## config.mk

```make
export PLATFORM = sky130hd
export DESIGN_NAME = phase_sequence_monitor_flat
export DESIGN_NICKNAME = d
export VERILOG_FILES = /design/src/rtl/phase_sequence_monitor_pkg.sv /design/src/rtl/phase_sequence_monitor_if.sv /design/src/rtl/phase_sequence_monitor_edge.sv /design/src/rtl/phase_sequence_monitor.sv /design/src/flat_wrapper.sv
export SDC_FILE = /design/constraint.sdc
export NUM_CORES = 1
export LEC_CHECK = 0
export CAP_MARGIN = 15
export CELL_PAD_IN_SITES_DETAIL_PLACEMENT = 0
export CELL_PAD_IN_SITES_GLOBAL_PLACEMENT = 1
export CORE_ASPECT_RATIO = 0.8
export CORE_UTILIZATION = 41
export CTS_BUF_LIST = sky130_fd_sc_hd__clkbuf_8 sky130_fd_sc_hd__clkbuf_16
export DETAILED_ROUTE_END_ITERATION = 10
export GPL_TIMING_DRIVEN = 0
export PLACE_DENSITY_LB_ADDON = 0.2
export SYNTH_ARGS = -nofsm -noshare
export SYNTH_HDL_FRONTEND = slang
export SYNTH_HIERARCHICAL = 1
export SYNTH_SLANG_ARGS = --single-unit
```

## constraint.sdc

```tcl
create_clock -name i_CLOCK -period 3 [get_ports i_CLOCK]
set_input_delay 0.75 -clock i_CLOCK [delete_from_list [all_inputs] [get_ports i_CLOCK]]
set_output_delay 0.75 -clock i_CLOCK [all_outputs]
set_load 0.03 [all_outputs]
```

## src/rtl/phase_sequence_monitor_pkg.sv

```systemverilog
// Shared types for the three-phase cycle monitor: phase codes, FSM states,
// fault codes and the phase rotation helpers.
package phase_sequence_monitor_pkg;

    localparam int unsigned N_PH = 3;

    typedef enum logic [1:0] {
        PH_NONE = 2'd0,
        PH_X    = 2'd1,
        PH_Y    = 2'd2,
        PH_Z    = 2'd3
    } phase_t;

    typedef enum logic [1:0] {
        ST_HUNT,
        ST_LOCKED,
        ST_FAULT
    } fsm_t;

    typedef enum logic [2:0] {
        ERR_NONE    = 3'd0,
        ERR_ORDER   = 3'd1,
        ERR_MULTI   = 3'd2,
        ERR_STATE   = 3'd3,
        ERR_TIMEOUT = 3'd4
    } err_t;

    function automatic phase_t next_phase(input phase_t p);
        case (p)
            PH_X:    return PH_Y;
            PH_Y:    return PH_Z;
            PH_Z:    return PH_X;
            default: return PH_NONE;
        endcase
    endfunction

    // Only a one-hot edge vector maps to a phase; anything else is PH_NONE.
    function automatic phase_t rise_to_phase(input logic [N_PH-1:0] rise);
        case (rise)
            3'b001:  return PH_X;
            3'b010:  return PH_Y;
            3'b100:  return PH_Z;
            default: return PH_NONE;
        endcase
    endfunction

endpackage

```

## src/rtl/phase_sequence_monitor_if.sv

```systemverilog
// Phase cycle bus between the clock divisor side (master) and the monitor (slave).
interface phase_sequence_monitor_if #(
    parameter int unsigned CNT_W = 16
);
    logic             cyclex;
    logic             cycley;
    logic             cyclez;
    logic [1:0]       state;
    logic             clear;
    logic             strobex;
    logic             strobey;
    logic             strobez;
    logic [1:0]       phase;
    logic             locked;
    logic             error;
    logic [2:0]       errcode;
    logic [CNT_W-1:0] rounds;

    modport master (
        output cyclex, cycley, cyclez, state, clear,
        input  strobex, strobey, strobez, phase, locked, error, errcode, rounds
    );

    modport slave (
        input  cyclex, cycley, cyclez, state, clear,
        output strobex, strobey, strobez, phase, locked, error, errcode, rounds
    );

endinterface

```

## src/rtl/phase_sequence_monitor_edge.sv

```systemverilog
// Registers the three phase lines once, keeps the previous sample and
// produces the rising-edge vector plus a "more than one edge" flag.
module phase_edge_detect
    import phase_sequence_monitor_pkg::*;
(
    input  logic            clk,
    input  logic            rst,
    input  logic [N_PH-1:0] lines,
    output logic [N_PH-1:0] rise,
    output logic            multi
);

    logic [N_PH-1:0] cur;
    logic [N_PH-1:0] prev;

    always_ff @(posedge clk) begin
        if (rst) begin
            cur  <= '0;
            prev <= '0;
        end else begin
            cur  <= lines;
            prev <= cur;
        end
    end

    assign rise  = cur & ~prev;
    assign multi = (rise[0] & rise[1]) | (rise[0] & rise[2]) | (rise[1] & rise[2]);

endmodule

```

## src/rtl/phase_sequence_monitor.sv

```systemverilog
// Receives the X/Y/Z phase cycle, emits one-clock strobes, tracks lock to the
// X->Y->Z rotation, counts rotations and latches the first protocol fault.
module phase_sequence_monitor
    import phase_sequence_monitor_pkg::*;
#(
    parameter int unsigned LOCK_ROUNDS = 2,
    parameter int unsigned TIMEOUT     = 8,
    parameter int unsigned CNT_W       = 16
) (
    input logic                     i_CLOCK,
    input logic                     i_RESET,
    phase_sequence_monitor_if.slave bus
);

    localparam int unsigned TO_W = $clog2(TIMEOUT + 1);
    localparam int unsigned LK_W = $clog2(LOCK_ROUNDS + 1);

    logic [N_PH-1:0]  rise;
    logic             multi;
    logic [1:0]       state_q;
    logic [N_PH-1:0]  strobe;
    fsm_t             fsm;
    fsm_t             fsm_nx;
    phase_t           phase;
    phase_t           edge_ph;
    err_t             errcode;
    err_t             fault_code;
    logic             any_edge;
    logic             in_order;
    logic             lock_hit;
    logic             xy_seen;
    logic [TO_W-1:0]  idle_cnt;
    logic [LK_W-1:0]  lock_cnt;
    logic [CNT_W-1:0] rounds;

    phase_edge_detect u_edge (
        .clk   (i_CLOCK),
        .rst   (i_RESET),
        .lines ({bus.cyclez, bus.cycley, bus.cyclex}),
        .rise  (rise),
        .multi (multi)
    );

    always_comb begin
        any_edge = |rise;
        edge_ph  = rise_to_phase(rise);
        in_order = any_edge && !multi &&
                   ((phase == PH_NONE) || (edge_ph == next_phase(phase)));
        lock_hit = (fsm == ST_HUNT) && in_order && (edge_ph == PH_Z) && xy_seen &&
                   (lock_cnt == LK_W'(LOCK_ROUNDS - 1));
    end

    // Fault priority: MULTI > ORDER > STATE > TIMEOUT.
    always_comb begin
        fault_code = ERR_NONE;
        if (multi)
            fault_code = ERR_MULTI;
        else if (any_edge && !in_order)
            fault_code = ERR_ORDER;
        else if (state_q == 2'd0)
            fault_code = ERR_STATE;
        else if (!any_edge && (idle_cnt == TO_W'(TIMEOUT - 1)))
            fault_code = ERR_TIMEOUT;
    end

    always_ff @(posedge i_CLOCK) begin
        if (i_RESET)
            fsm <= ST_HUNT;
        else
            fsm <= fsm_nx;
    end

    always_comb begin
        fsm_nx = fsm;
        unique case (fsm)
            ST_HUNT:   if (lock_hit) fsm_nx = ST_LOCKED;
            ST_LOCKED: if (fault_code != ERR_NONE) fsm_nx = ST_FAULT;
            ST_FAULT:  if (bus.clear) fsm_nx = ST_HUNT;
            default:   fsm_nx = ST_HUNT;
        endcase
    end

    always_comb begin
        bus.locked  = (fsm == ST_LOCKED);
        bus.error   = (fsm == ST_FAULT);
        bus.strobex = strobe[0];
        bus.strobey = strobe[1];
        bus.strobez = strobe[2];
        bus.phase   = phase;
        bus.errcode = errcode;
        bus.rounds  = rounds;
    end

    always_ff @(posedge i_CLOCK) begin
        if (i_RESET) begin
            state_q  <= '0;
            strobe   <= '0;
            phase    <= PH_NONE;
            errcode  <= ERR_NONE;
            rounds   <= '0;
            idle_cnt <= '0;
            lock_cnt <= '0;
            xy_seen  <= 1'b0;
        end else begin
            state_q <= bus.state;
            strobe  <= (fsm == ST_FAULT) ? '0 : rise;

            // Counts in every state but saturates, so it only trips in LOCKED.
            if (any_edge)
                idle_cnt <= '0;
            else if (idle_cnt != TO_W'(TIMEOUT))
                idle_cnt <= idle_cnt + TO_W'(1);

            unique case (fsm)
                ST_HUNT: begin
                    if (in_order) begin
                        phase   <= edge_ph;
                        xy_seen <= (edge_ph == PH_Y) && (phase == PH_X);
                        if ((edge_ph == PH_Z) && xy_seen)
                            lock_cnt <= lock_hit ? '0 : lock_cnt + LK_W'(1);
                        if (lock_hit)
                            rounds <= '0;
                    end else if (any_edge) begin
                        phase    <= multi ? PH_NONE : edge_ph;
                        lock_cnt <= '0;
                        xy_seen  <= 1'b0;
                    end
                    if (bus.clear)
                        rounds <= '0;
                end
                ST_LOCKED: begin
                    if (fault_code != ERR_NONE) begin
                        errcode <= fault_code;
                    end else if (any_edge) begin
                        phase <= edge_ph;
                        if (edge_ph == PH_Z)
                            rounds <= rounds + CNT_W'(1);
                    end
                    if (bus.clear)
                        rounds <= '0;
                end
                ST_FAULT: begin
                    if (bus.clear) begin
                        errcode  <= ERR_NONE;
                        rounds   <= '0;
                        phase    <= PH_NONE;
                        lock_cnt <= '0;
                        xy_seen  <= 1'b0;
                    end
                end
                default: ;
            endcase
        end
    end

endmodule
```

## src/flat_wrapper.sv

```systemverilog
// flat-port wrapper written by rule: the top's interface ports become plain ports
module phase_sequence_monitor_flat import phase_sequence_monitor_pkg::*;
#(
    parameter int unsigned LOCK_ROUNDS = 2,
    parameter int unsigned TIMEOUT     = 8,
    parameter int unsigned CNT_W       = 16
)
  (i_CLOCK, i_RESET, bus_cyclex, bus_cycley, bus_cyclez, bus_state, bus_clear, bus_strobex, bus_strobey, bus_strobez, bus_phase, bus_locked, bus_error, bus_errcode, bus_rounds);
  phase_sequence_monitor_if #(.CNT_W(CNT_W)) bus_i ();
  input logic i_CLOCK;
  input logic i_RESET;
  input wire logic [$bits(bus_i.cyclex)-1:0] bus_cyclex;
  input wire logic [$bits(bus_i.cycley)-1:0] bus_cycley;
  input wire logic [$bits(bus_i.cyclez)-1:0] bus_cyclez;
  input wire logic [$bits(bus_i.state)-1:0] bus_state;
  input wire logic [$bits(bus_i.clear)-1:0] bus_clear;
  output wire logic [$bits(bus_i.strobex)-1:0] bus_strobex;
  output wire logic [$bits(bus_i.strobey)-1:0] bus_strobey;
  output wire logic [$bits(bus_i.strobez)-1:0] bus_strobez;
  output wire logic [$bits(bus_i.phase)-1:0] bus_phase;
  output wire logic [$bits(bus_i.locked)-1:0] bus_locked;
  output wire logic [$bits(bus_i.error)-1:0] bus_error;
  output wire logic [$bits(bus_i.errcode)-1:0] bus_errcode;
  output wire logic [$bits(bus_i.rounds)-1:0] bus_rounds;
  assign bus_i.cyclex = bus_cyclex;
  assign bus_i.cycley = bus_cycley;
  assign bus_i.cyclez = bus_cyclez;
  assign bus_i.state = bus_state;
  assign bus_i.clear = bus_clear;
  assign bus_strobex = bus_i.strobex;
  assign bus_strobey = bus_i.strobey;
  assign bus_strobez = bus_i.strobez;
  assign bus_phase = bus_i.phase;
  assign bus_locked = bus_i.locked;
  assign bus_error = bus_i.error;
  assign bus_errcode = bus_i.errcode;
  assign bus_rounds = bus_i.rounds;
  phase_sequence_monitor #(.LOCK_ROUNDS(LOCK_ROUNDS), .TIMEOUT(TIMEOUT), .CNT_W(CNT_W)) u_core (.i_CLOCK(i_CLOCK), .i_RESET(i_RESET), .bus(bus_i));
endmodule
```

==> results of run 1 <==
-- critical path: cells and delay by family, from the launching register on --
kind                     cells  cell delay (ps)
AO/OA/AOI/OAI                5             1310
AND/OR/NAND/NOR              2              490
adder cells (fa/ha/maj)      1              360
flip-flops                   1              310
buffers and inverters        1              260
-- metal layers --
layer | share of wire (%) | routed length (µm) | GRT usage [%] | vias up
met1 | 55 | 2640 | 25.3 | 876
met3 | 4.7 | 226 | 3.86 | 2
met4 | 0.60 | 29 | 5.08 | 0
met5 | 0 | 0 | 0 | -
li1 | - | - | - | 988
met2 | 40 | 1950 | 26.1 | 40
-- worst paths after layout --
check / endpoint / start / slack, ps / depth (start not counted)
worst max-delay path: u_core/bus.rounds[11]$_SDFFE_PP0P_ / u_core/u_edge/cur[0]$_SDFF_PP0_ / 210 / 9
worst max register to register: u_core/bus.rounds[11]$_SDFFE_PP0P_ / u_core/u_edge/cur[0]$_SDFF_PP0_ / 210 / 9
worst min register to register: u_core/bus.errcode[0]$_SDFFE_PP0P_ / u_core/bus.errcode[0]$_SDFFE_PP0P_ / 470 / 2
worst min-delay path: u_core/bus.errcode[0]$_SDFFE_PP0P_ / u_core/bus.errcode[0]$_SDFFE_PP0P_ / 470 / 2
-- registers in the layout, indices dropped and copies added, names as in the netlist --
name                flops
u_core/state_q          2
u_core/bus.errcode      3
u_core/strobe           3
u_core/idle_cnt         4
u_core/u_edge/cur       3
u_core/u_edge/prev      3
u_core/fsm              2
u_core/bus.phase        2
u_core/xy_seen          1
u_core/lock_cnt         2
u_core/bus.rounds      16
-- power breakdown --
| part | switching (mW) | internal, mW |
|---|---|---|
| clock | 0.185 | 0.268 |
| sequential | 0.00952 | 0.557 |
| combinational | 0.0884 | 0.0707 |
| total | 0.283 | 0.895 |
-- cells in the final DEF (no fill, tap or decap), types with 3 or more instances in the layout --
master,synthesis,layout
dfxtp_1,41,41
clkdlybuf4s50_1,0,33
a21oi_1,23,23
nand2_1,17,17
inv_1,13,14
nor2_1,13,13
o21ai_0,11,11
ha_1,11,11
nor2b_1,10,10
nand3_1,9,9
o31ai_1,8,8
or4_1,8,8
clkbuf_8,0,6
or3_1,5,5
buf_6,4,4
xor2_1,4,4
and3_1,4,4
nand4_1,4,4
mux2i_1,4,4
nand2b_1,3,3
nor3b_1,4,3
xnor2_1,3,3
and2_1,3,3
nor2b_4,3,3
-- layout make-up --
type | instances | area, µm²
Buffer | 8 | 68.8
Tap cell | 62 | 77.6
Multi-Input combinational cell | 187 | 1310
Inverter | 13 | 48.8
Clock inverter | 2 | 33.8
Timing Repair Buffer | 33 | 330
Fill cell | 483 | 2380
Clock buffer | 6 | 82.6
Sequential cell | 41 | 821
-- logic make-up after synthesis --
kind of cell	count (synthesis)	share of synthesized area [%]
AO/OA/AOI/OAI	63	19.0
XOR/XNOR	7	2.73
buffers and inverters	21	5.24
adder cells (fa/ha/maj)	12	6.63
AND/OR/NAND/NOR	100	27.5
flip-flops	41	36.6
multiplexers	5	2.29
==> results.md, run 1 <==
- DRC Markers: 3
- CTS HTree Levels: 2
- Clock Latency Late Sink: 290 ps
- Worst Slack Setup Final: 208 ps
- Worst hold slack: 466 ps
- PD cells: 425 nW/µm²
- Dpl hpwl: 3570 µm
- Post-DR wirelength/cell: 13.8 µm
- Avg Cell Area, Syn: 9.01 µm²
- Final period utilization: 93.1%
- Max Slew Vio Count: 0
- Vias in the first global route: 1673
- Ports: 34
- Root buf cell: clkbuf_8
- Placed cell count: 344
- First-pass GRT wire length: 7900 µm
- Fin crit period: 2790 ps
- Synth area leaders: dfxtp_1 (37%), ha_1 (6.1%), a21oi_1 (5.1%)
- GP Congestion: 0.848
- Top-count cell post-synth: dfxtp_1
- Largest net degree at the start of global routing: 13
- Area grow syn2layout: 23.6%
- Clk buf depth: 2
- Initial core utilization: 43.6%
- CTS clk-pin slew, worst paths: 80 ps
- Die Y: 68.2 µm
- CP endpoint kind: flop
- Data required time at the worst endpoint: 3220 ps
- Post-synth top flop: dfxtp_1
- TritonCTS Buffers: 5
- Via Count: 1906
- Crit Path Max Fanout: 10
- Pre-Repair DR Iteration Count: 10
- RSZ-0062 raised after global routing: no
- Synthesized Nets: 268
- Slowest cell on the critical path: a2111oi_4
- Achievable Freq: 358 MHz
- Antenna viol nets, final: 0
- Final TNS setup: 0 ps
- Initial drt markers: 93
- Final net count: 308
- Yosys top cell by area: dfxtp_1
- CTS tree: built
- Peak supply drop: 0.204 mV
- Core area: 5150 µm²
- Ys async rst share: 0%
- Critical path class: flop to flop
- Number of synthesized register bits: 41
- Initial antenna violation count: 0
- Dpl ws: -25.1 ps
- CP startpoint kind: flop
- Slew @ Worst Pin: 533 ps
- Die area: 5780 µm²
- Num rows: 23
- Post-layout util: 53.8%
- Congestion Overflow GR: 0
- Die extent in x: 84.7 µm
- Unique masters post-synth: 57
- Drt total wl: 4850 µm
- Sequential cell area fraction in the yosys report: 36.6%
- Sink Count: 41
- Arr. time, crit path: 3010 ps
- Max cap viols: 0
- I/O Buffers: 33
- DP Area: 2650 µm²
- Via density: 5.41
- Tot GR Track Use: 17.5%
- Share of cells above drive strength 1: 11.0%
- Final Cell Area: 2770 µm²
- HP Class: flop to flop
- Synth top cells by count: dfxtp_1 (41), a21oi_1 (23), nand2_1 (17)
- Cell Area, Synth: 2240 µm²
- Synth Instances: 249
- Layout Cells excl Fill: 352
- P_leak: 0.990 nW
- Final hold vios: 0
- Synth top area share: 36.6%
- Post-cts resize count: 0
- Post CTS Setup Buffer Count: 0
- Diodes inserted: 0
- Worst stage delay on the critical path: 410 ps
- Post-synth EDFFs: 0
- Final setup viols: 0
- Total design power: 1.18 mW
- Cts hold-fix bufs: 0
- Failing checks: DRC
- Skew final: 5.88 ps
- Slew margin rel.: 64.5%
- Status: complete, but fails checks
- Synthesis Warnings: 6
- Worst-path cell chain: nor2b_4 > maj3_2 > o21ba_2 > a31oi_1 > a2111oi_4 > o211ai_1 > buf_2 > or3_1 > a21oi_1
Power figures use the tool's default switching activity.
==> run 2, diff against run 1 <==
--- a/config.mk
+++ b/config.mk
@@ -5,7 +5,6 @@
 export SDC_FILE = /design/constraint.sdc
 export NUM_CORES = 1
 export LEC_CHECK = 0
-export CAP_MARGIN = 15
 export CELL_PAD_IN_SITES_DETAIL_PLACEMENT = 0
 export CELL_PAD_IN_SITES_GLOBAL_PLACEMENT = 1
 export CORE_ASPECT_RATIO = 0.8
==> results of run 2 <==
Final layout, timing and power as in run 1 (identical DEF).
==> run 3, diff against run 2 <==
--- a/config.mk
+++ b/config.mk
@@ -10,6 +10,7 @@
 export CORE_ASPECT_RATIO = 0.8
 export CORE_UTILIZATION = 41
 export CTS_BUF_LIST = sky130_fd_sc_hd__clkbuf_8 sky130_fd_sc_hd__clkbuf_16
+export CTS_CLUSTER_SIZE = 24
 export DETAILED_ROUTE_END_ITERATION = 10
 export GPL_TIMING_DRIVEN = 0
 export PLACE_DENSITY_LB_ADDON = 0.2
==> results of run 3 <==
Final layout, timing and power as in run 1 (identical DEF).
